[src/rtl/taxa_pkg.sv]
// taxa_pkg: rate and state encodings shared by the rate controller and its bench-facing ports.
package taxa_pkg;
  typedef enum logic [1:0] {TAXA_05S, TAXA_1S, TAXA_2S, TAXA_6S} taxa_t;
  typedef enum logic [1:0] {PARADO, CONTANDO, TROCA} estado_t;
  function automatic logic [3:0] mult(input taxa_t r);
    return r == TAXA_05S ? 4'd1 : r == TAXA_1S ? 4'd2 : r == TAXA_2S ? 4'd4 : 4'd12;
  endfunction
endpackage

[src/rtl/sincronizador_2ff.sv]
// sincronizador_2ff: two-flop synchronizer for asynchronous switch levels.
module sincronizador_2ff #(parameter int W = 1) (
  input  logic         clk,
  input  logic         rst,
  input  logic [W-1:0] d,
  output logic [W-1:0] q
);
  logic [W-1:0] m;
  always_ff @(posedge clk or negedge rst)
    if (!rst) {q, m} <= '0;
    else {q, m} <= {m, d};
endmodule

[src/rtl/controle_taxa_contagem.sv]
// controle_taxa_contagem: selectable-period BCD counter; rate switches only at base-period boundaries.
module controle_taxa_contagem
  import taxa_pkg::*;
#(parameter int DIV_BASE = 25_000_000) (
  input  logic       clk,
  input  logic       rst,
  input  logic [1:0] sel,
  input  logic       run,
  input  logic       auto_mode,
  input  logic       clear,
  output logic [3:0] q,
  output logic       tick,
  output logic       wrap,
  output logic [1:0] rate,
  output logic [1:0] state
);
  localparam int PW = $clog2(DIV_BASE + 1);
  logic [1:0] sel_s;
  logic [2:0] ctl_s;
  logic run_s, auto_s, clear_s;
  estado_t st, st_n;
  taxa_t rt, tgt_r, tgt;
  logic [PW-1:0] pre;
  logic [3:0] mcnt, m;
  logic strobe, last, tick_c, wrap_c;
  sincronizador_2ff #(.W(2)) u_sel (.clk(clk), .rst(rst), .d(sel), .q(sel_s));
  sincronizador_2ff #(.W(3)) u_ctl (.clk(clk), .rst(rst), .d({run, auto_mode, clear}), .q(ctl_s));
  assign {run_s, auto_s, clear_s} = ctl_s;
  assign state = st;
  assign rate = rt;
  always_comb begin
    m = mult(rt);
    strobe = pre == PW'(DIV_BASE - 1) && st != PARADO;
    last = mcnt == m - 4'd1;
    tick_c = strobe && last && st == CONTANDO && !clear_s;
    wrap_c = tick_c && q == 4'd9;
    tgt = auto_s ? tgt_r : taxa_t'(sel_s);
    st_n = st == PARADO   ? (run_s ? CONTANDO : PARADO)
         : st == CONTANDO ? (!run_s ? PARADO : tgt != rt ? TROCA : CONTANDO)
         : !strobe        ? TROCA
         : run_s          ? CONTANDO : PARADO;
  end
  always_ff @(posedge clk or negedge rst)
    if (!rst) begin
      st    <= PARADO;
      rt    <= TAXA_05S;
      tgt_r <= TAXA_05S;
      pre   <= '0;
      mcnt  <= '0;
      q     <= '0;
      tick  <= 1'b0;
      wrap  <= 1'b0;
    end else begin
      st   <= st_n;
      tick <= tick_c;
      wrap <= wrap_c;
      // manual mode keeps tgt_r tracking sel so entering auto starts from the current selection
      tgt_r <= !auto_s ? taxa_t'(sel_s) : wrap_c ? taxa_t'(rt + 2'd1) : tgt_r;
      if (st == TROCA && strobe && run_s) rt <= tgt;
      if (clear_s) begin
        pre  <= '0;
        mcnt <= '0;
        q    <= '0;
      end else begin
        if (st != PARADO) pre <= strobe ? '0 : pre + PW'(1);
        if (strobe) mcnt <= (st == TROCA || last) ? '0 : mcnt + 4'd1;
        if (tick_c) q <= wrap_c ? 4'd0 : q + 4'd1;
      end
    end
endmodule
[config.mk]
export PLATFORM = sky130hd
export DESIGN_NAME = controle_taxa_contagem
export DESIGN_NICKNAME = d
export VERILOG_FILES = /design/src/rtl/taxa_pkg.sv /design/src/rtl/sincronizador_2ff.sv /design/src/rtl/controle_taxa_contagem.sv
export SDC_FILE = /design/constraint.sdc
export NUM_CORES = 1
export LEC_CHECK = 0
export CORE_MARGIN = 5
export CORE_UTILIZATION = 30
export CTS_CLUSTER_DIAMETER = 120
export CTS_CLUSTER_SIZE = 16
export DETAILED_ROUTE_END_ITERATION = 16
export PLACE_DENSITY = 0.52
export SLEW_MARGIN = 20
export SYNTH_ARGS = -nofsm -noshare
export SYNTH_HDL_FRONTEND = slang
export SYNTH_HIERARCHICAL = 1
export SYNTH_SLANG_ARGS = --single-unit
export TNS_END_PERCENT = 1
[constraint.sdc]
create_clock -name clk -period 2.5 [get_ports clk]
set_input_delay 0.5 -clock clk [delete_from_list [all_inputs] [get_ports clk]]
set_output_delay 0.5 -clock clk [all_outputs]
set_load 0.1 [all_outputs]
Yosys cells after proc, flatten, opt, wreduce, memory -nomap -nowiden
Index checks and enable logic that the tools add are counted.
Word-level totals
  flip-flop bits (word level): 51
  output and inout bits: 10
  input bits: 7
  word-level logic and storage cells: 62
Cells by class
  equal/unequal tests: 9
  mux-type cells: 21
  reduce and logical (&&, ||, !) cells: 15
  $add $sub $neg: 5
Operator list (number)
  2-to-1 mux 25 bit: 3
  2-to-1 mux 4 bit: 9
  adder 25 x 1 -> 25 bit, second input constant: 1
  equality test 25 bit, second input constant: 1
  2-to-1 mux 2 bit: 8
  adder 4 x 1 -> 4 bit, second input constant: 2
  nonzero test 2 bit: 4
  logical AND 1 bit: 7
  equality test 2 x 1 -> 1 bit, second input constant: 2
  equality test 2 bit, second input constant: 2
  equality test 4 bit: 1
  equality test 4 bit, second input constant: 1
  zero test 2 bit: 2
  subtractor 4 x 1 -> 4 bit, second input constant: 1
  adder 2 x 1 -> 2 bit, second input constant: 1
  != test 2 bit: 1
  != test 2 bit, second input constant: 1
  zero test 1 bit: 1
  logical OR 1 bit: 1
  2-to-1 mux 1 bit: 1

Logic depth before layout (Yosys ltp)
  depth after elaboration: 13
  mapped depth: 7
  mapped depth without buffers: 7

Cells and area by module
The synthesis kept the hierarchy.
Modules (own cells, without submodules)
  controle_taxa_contagem: seq. area each 1026.0 um^2, area each 2301.0 um^2, instances 1, cells an instance 233
  sincronizador_2ff at u_ctl: seq. area each 150.1 um^2, area each 150.1 um^2, instances 1, cells an instance 6
  sincronizador_2ff at u_sel: seq. area each 100.1 um^2, area each 100.1 um^2, instances 1, cells an instance 4

Worst setup path before layout
OpenSTA, ideal clock, no wires.
  path type: register to register
  start: register rt[1], in the netlist rate[1]
  end: register mcnt[2]
  data arrival time: 2.376 ns
  clock period less this slack: 2.497 ns
  path buffers: 0
  path slack: 0.003 ns
  cell stages (with the launch flop): 8
  required time: 2.379 ns
  cell sequence: dfrtp_1 -> inv_1 -> ha_1 -> xor2_1 -> a31oi_1 -> o311ai_0 -> o21ai_0 -> a22o_1
Between the ends
  word-level cells in the longest chain between the ends: 10
Ends and longest elaborated chain
  start, declared: RTL line controle_taxa_contagem.sv:22  | taxa_t rt, tgt_r, tgt;
  start signal, assigned: RTL line controle_taxa_contagem.sv:59  | if (st == TROCA && strobe && run_s) rt <= tgt;
  equality test 2 bit: RTL line taxa_pkg.sv:6  | return r == TAXA_05S ? 4'd1 : r == TAXA_1S ? 4'd2 : r == TAXA_2S ? 4'd4 : 4'd12;
  2-to-1 mux 4 bit (2 in series): RTL line taxa_pkg.sv:6
  2-to-1 mux 4 bit *: RTL line taxa_pkg.sv:6
  subtractor 4 x 1 -> 4 bit *: RTL line controle_taxa_contagem.sv:34  | last = mcnt == m - 4'd1;
  equality test 4 bit *: RTL line controle_taxa_contagem.sv:34
  logical OR 1 bit *: RTL line controle_taxa_contagem.sv:66  | if (strobe) mcnt <= (st == TROCA || last) ? '0 : mcnt + 4'd1;
  2-to-1 mux 4 bit * (2 in series): RTL line controle_taxa_contagem.sv:66
  2-to-1 mux 4 bit *: RTL line controle_taxa_contagem.sv:60  | if (clear_s) begin
  end signal, assigned: RTL line controle_taxa_contagem.sv:66
  end, declared: RTL line controle_taxa_contagem.sv:24  | logic [3:0] mcnt, m;
Every way passes the cells marked *; elsewhere a longest branch is shown, timed or not. The select of a mux whose other input is x is not followed.
A chain may end at the register's enable or synchronous reset.

==> flow_summary.toml <==
[sta]
worst_slew_pin_slew_ps = 503
setup_viol_count_final = 0
drv_slew = 0
hold_viol_final = 0
fmax_ghz = 0.458
layout_min_cycle_time_ps = 2180
tns_ps = 0
slew_headroom_pct = 66.1
rsz0062_at_grt = "no"
holdWs_ps = 173
clock_skew_ps = 6.65
setup_ws_ps = 319
final.period_utilization_pct = 87.2

[critical_path]
crit_type = "reg -> reg"
worstPathCellList = "or4b_4, nor4b_4, nand4_2, o311ai_0, o21ai_0"
slowest_stage = "or4b_4"
critPathRequiredTime_ps = 2680
start_kind = "register"
worstPathMaxFanout = 7
cp.arrival_ps = 2360
slowest_delay_ps = 550
endpoint_kind = "register"

[clock_network]
clk-insertion-delay-late_ps = 300
cts_setup_buffers = 0
numCtsBuffers = 5
clk_pin_slew_ps = 100
clockBufferDepth = 2
clockRootBuffer = "clkbuf_8"
numClockSinks = 51
cts.repair.resized = 0
htree_levels = 2
cts_tree = "built"
hold_buffers = 0

[run_status]
status = "complete, no violations"

[min_path]
worstHoldPathType = "in -> async"

[power_and_ir_drop]
p_int_mw = 1.18
p_leak_nw = 1.31
switching_share_pct = 30.5
clkPwrFrac_pct = 29.9
finalPower_mw = 1.69
pwr-share-comb_pct = 16.3
vdd_drop_max_mv = 0.218
p_seq_share_pct = 53.8
p_sw_uw = 516
cellPowerDensity_nw_per_um2 = 581

[die]
rows = 33
initial_core_util_pct = 30.9
core-area_um2 = 8260
fp.dieW_um = 102
die_area_um2 = 10400
pin_count = 17
fp.dieH_um = 102

[logic_synthesis]
yosys_warnings = 6
seq_area_frac_synth_pct = 50.0
synth.distinct_cells = 43
synth.top_cell.area_share_pct = 50.0
synth.avg_cell_area_um2 = 10.5
ys_ff_latch = 51
yosysTopAreaCell = "dfrtp_1"
postSynthCellCount = 243
syn_area_um2 = 2550
synth.area.top_cells = "dfrtp_1 (50%), xor2_1 (6.2%), nor2_1 (4.9%)"
syn_nets = 257
async_flop_share_pct = 100
ys.flop_type = "dfrtp_1"
synth_edf_count = 0

[placed_design]
finalWeightedCongestion = 0.783
pre_cts_slack_ps = 311
portBuffers = 16
place_hpwl_mm = 3.59
placedCellCount = 363

[drt]
ant_nets = 0
wl_mm = 5.13
drcViolationCount = 0
wl_per_cell_um = 13.8
dr.first_iter.drc_count = 76
vias_per_cell = 4.87
vias = 1805
dr.pass1.iters = 4

[layout]
fin_nets = 279
seq_area_um2 = 1280
final_layout_size_suffix_gt1_share_pct = 13.2
n_antenna_cell = 0
fillers = 857
multiInputGateArea_um2 = 1190
layout.cells.non_filler = 371
areaGrowthSynthToFinish_pct = 14.1

[grt]
grt_first_pass_wirelength_mm = 8.96
grt_pass1_vias = 1832
gr-usage-all-layers_pct = 10.9
antenna_found_initial = 0
grt_overflow = 0
grt_max_degree = 52

[flow_run]
maxCapViolations = 0
## layer usage
metal / track usage [%] / wire, um / vias to the layer above
li1: - / - / 888
met1: 15.0 / 2590 / 888
met2: 17.1 / 2350 / 22
met3: 2.05 / 107 / 7
met4: 3.94 / 85 / 0
met5: 0 / 0 / -
## synthesized netlist by cell type (2+ instances only)
master    count
dfrtp_1      51
nor2_1       33
xor2_1       18
nand2_1      15
nand3_1      15
nand4_1      11
inv_1        10
mux2i_1      10
xnor2_1       8
ha_1          7
o21ai_0       7
or3_1         6
a21oi_1       4
nor3_1        4
and3_1        3
and4_1        3
buf_2         3
a31oi_1       2
and4_2        2
nand2b_1      2
nor2b_1       2
nor3b_1       2
nor4_1        2
nor4b_4       2
o311ai_0      2
or2_2         2
## area by class of cell
class	instances	share of cell area [%]
Clock buffer	7	2.97
Clock inverter	1	0.301
Inverter	10	1.29
Multi-Input combinational cell	176	40.9
Sequential cell	51	43.9
Tap cell	105	4.51
Timing Repair Buffer	21	6.19
## flip-flops by register name, indices dropped and copies added (netlist names)
name and count:
pre 25, rate 2, u_ctl/q 3, tick 1, state 2, u_ctl/m 3, tgt_r 2, u_sel/m 2
wrap 1, u_sel/q 2, q 4, mcnt 4
## critical path, delay by kind of cell (launching register included)
kind,cells,cell delay (ps)
DFF,1,470
and+or+nand+nor,3,1020
AOI/OAI and AO/OA,2,570
## power groups by stage
stage	clock [mW]	sequential, mW	combinational, mW
finish	0.505	0.910	0.277
global route	0.560	0.922	0.308
CTS	0.526	0.911	0.279
detailed placement	0	0.926	0.278
global placement	0	0.925	0.279
floorplan	0	1.00	0.117
## logic make-up after synthesis
group / synth area share (%)
xor+xnor: 8.93
flops: 50.0
buf+inv: 3.33
mux: 4.37
compound gates: 4.66
simple gates: 25.3
fa+ha+maj: 3.43
## path summary, 6_finish.rpt
path	slack, ps	from	to	depth (start not counted)
max reg2reg	320	pre[10]	q[3]	5
min	170	rst	u_sel/q[1]	2
max	320	pre[10]	q[3]	5
min in group clk	360	u_ctl/m[2]	u_ctl/q[2]	0
max in group asynchronous	2090	rst	pre[8]	2
min reg2reg	360	u_ctl/m[2]	u_ctl/q[2]	0
## per-stage QoR
| step | utilization (%) | instance area [um2] |
|---|---|---|
| floorplan | - | 2550 |
| global placement | 34.1 | 2820 |
| detailed placement | 34.1 | 2820 |
| CTS | 35.2 | 2910 |
| global route | 35.2 | 2910 |
| finish | 35.2 | 2910 |
## layout by cell type (no fill, tap or decap), drive strengths merged, types with 6 or more instances in the layout
cell,count
o21ai,7
inv,10
nor2,33
nand2,15
xnor2,8
dfrtp,51
nand3,15
or3,6
xor2,18
buf,16
clkbuf,7
ha,7
nand4,12
mux2i,10
(Power assumes the default switching activity.)
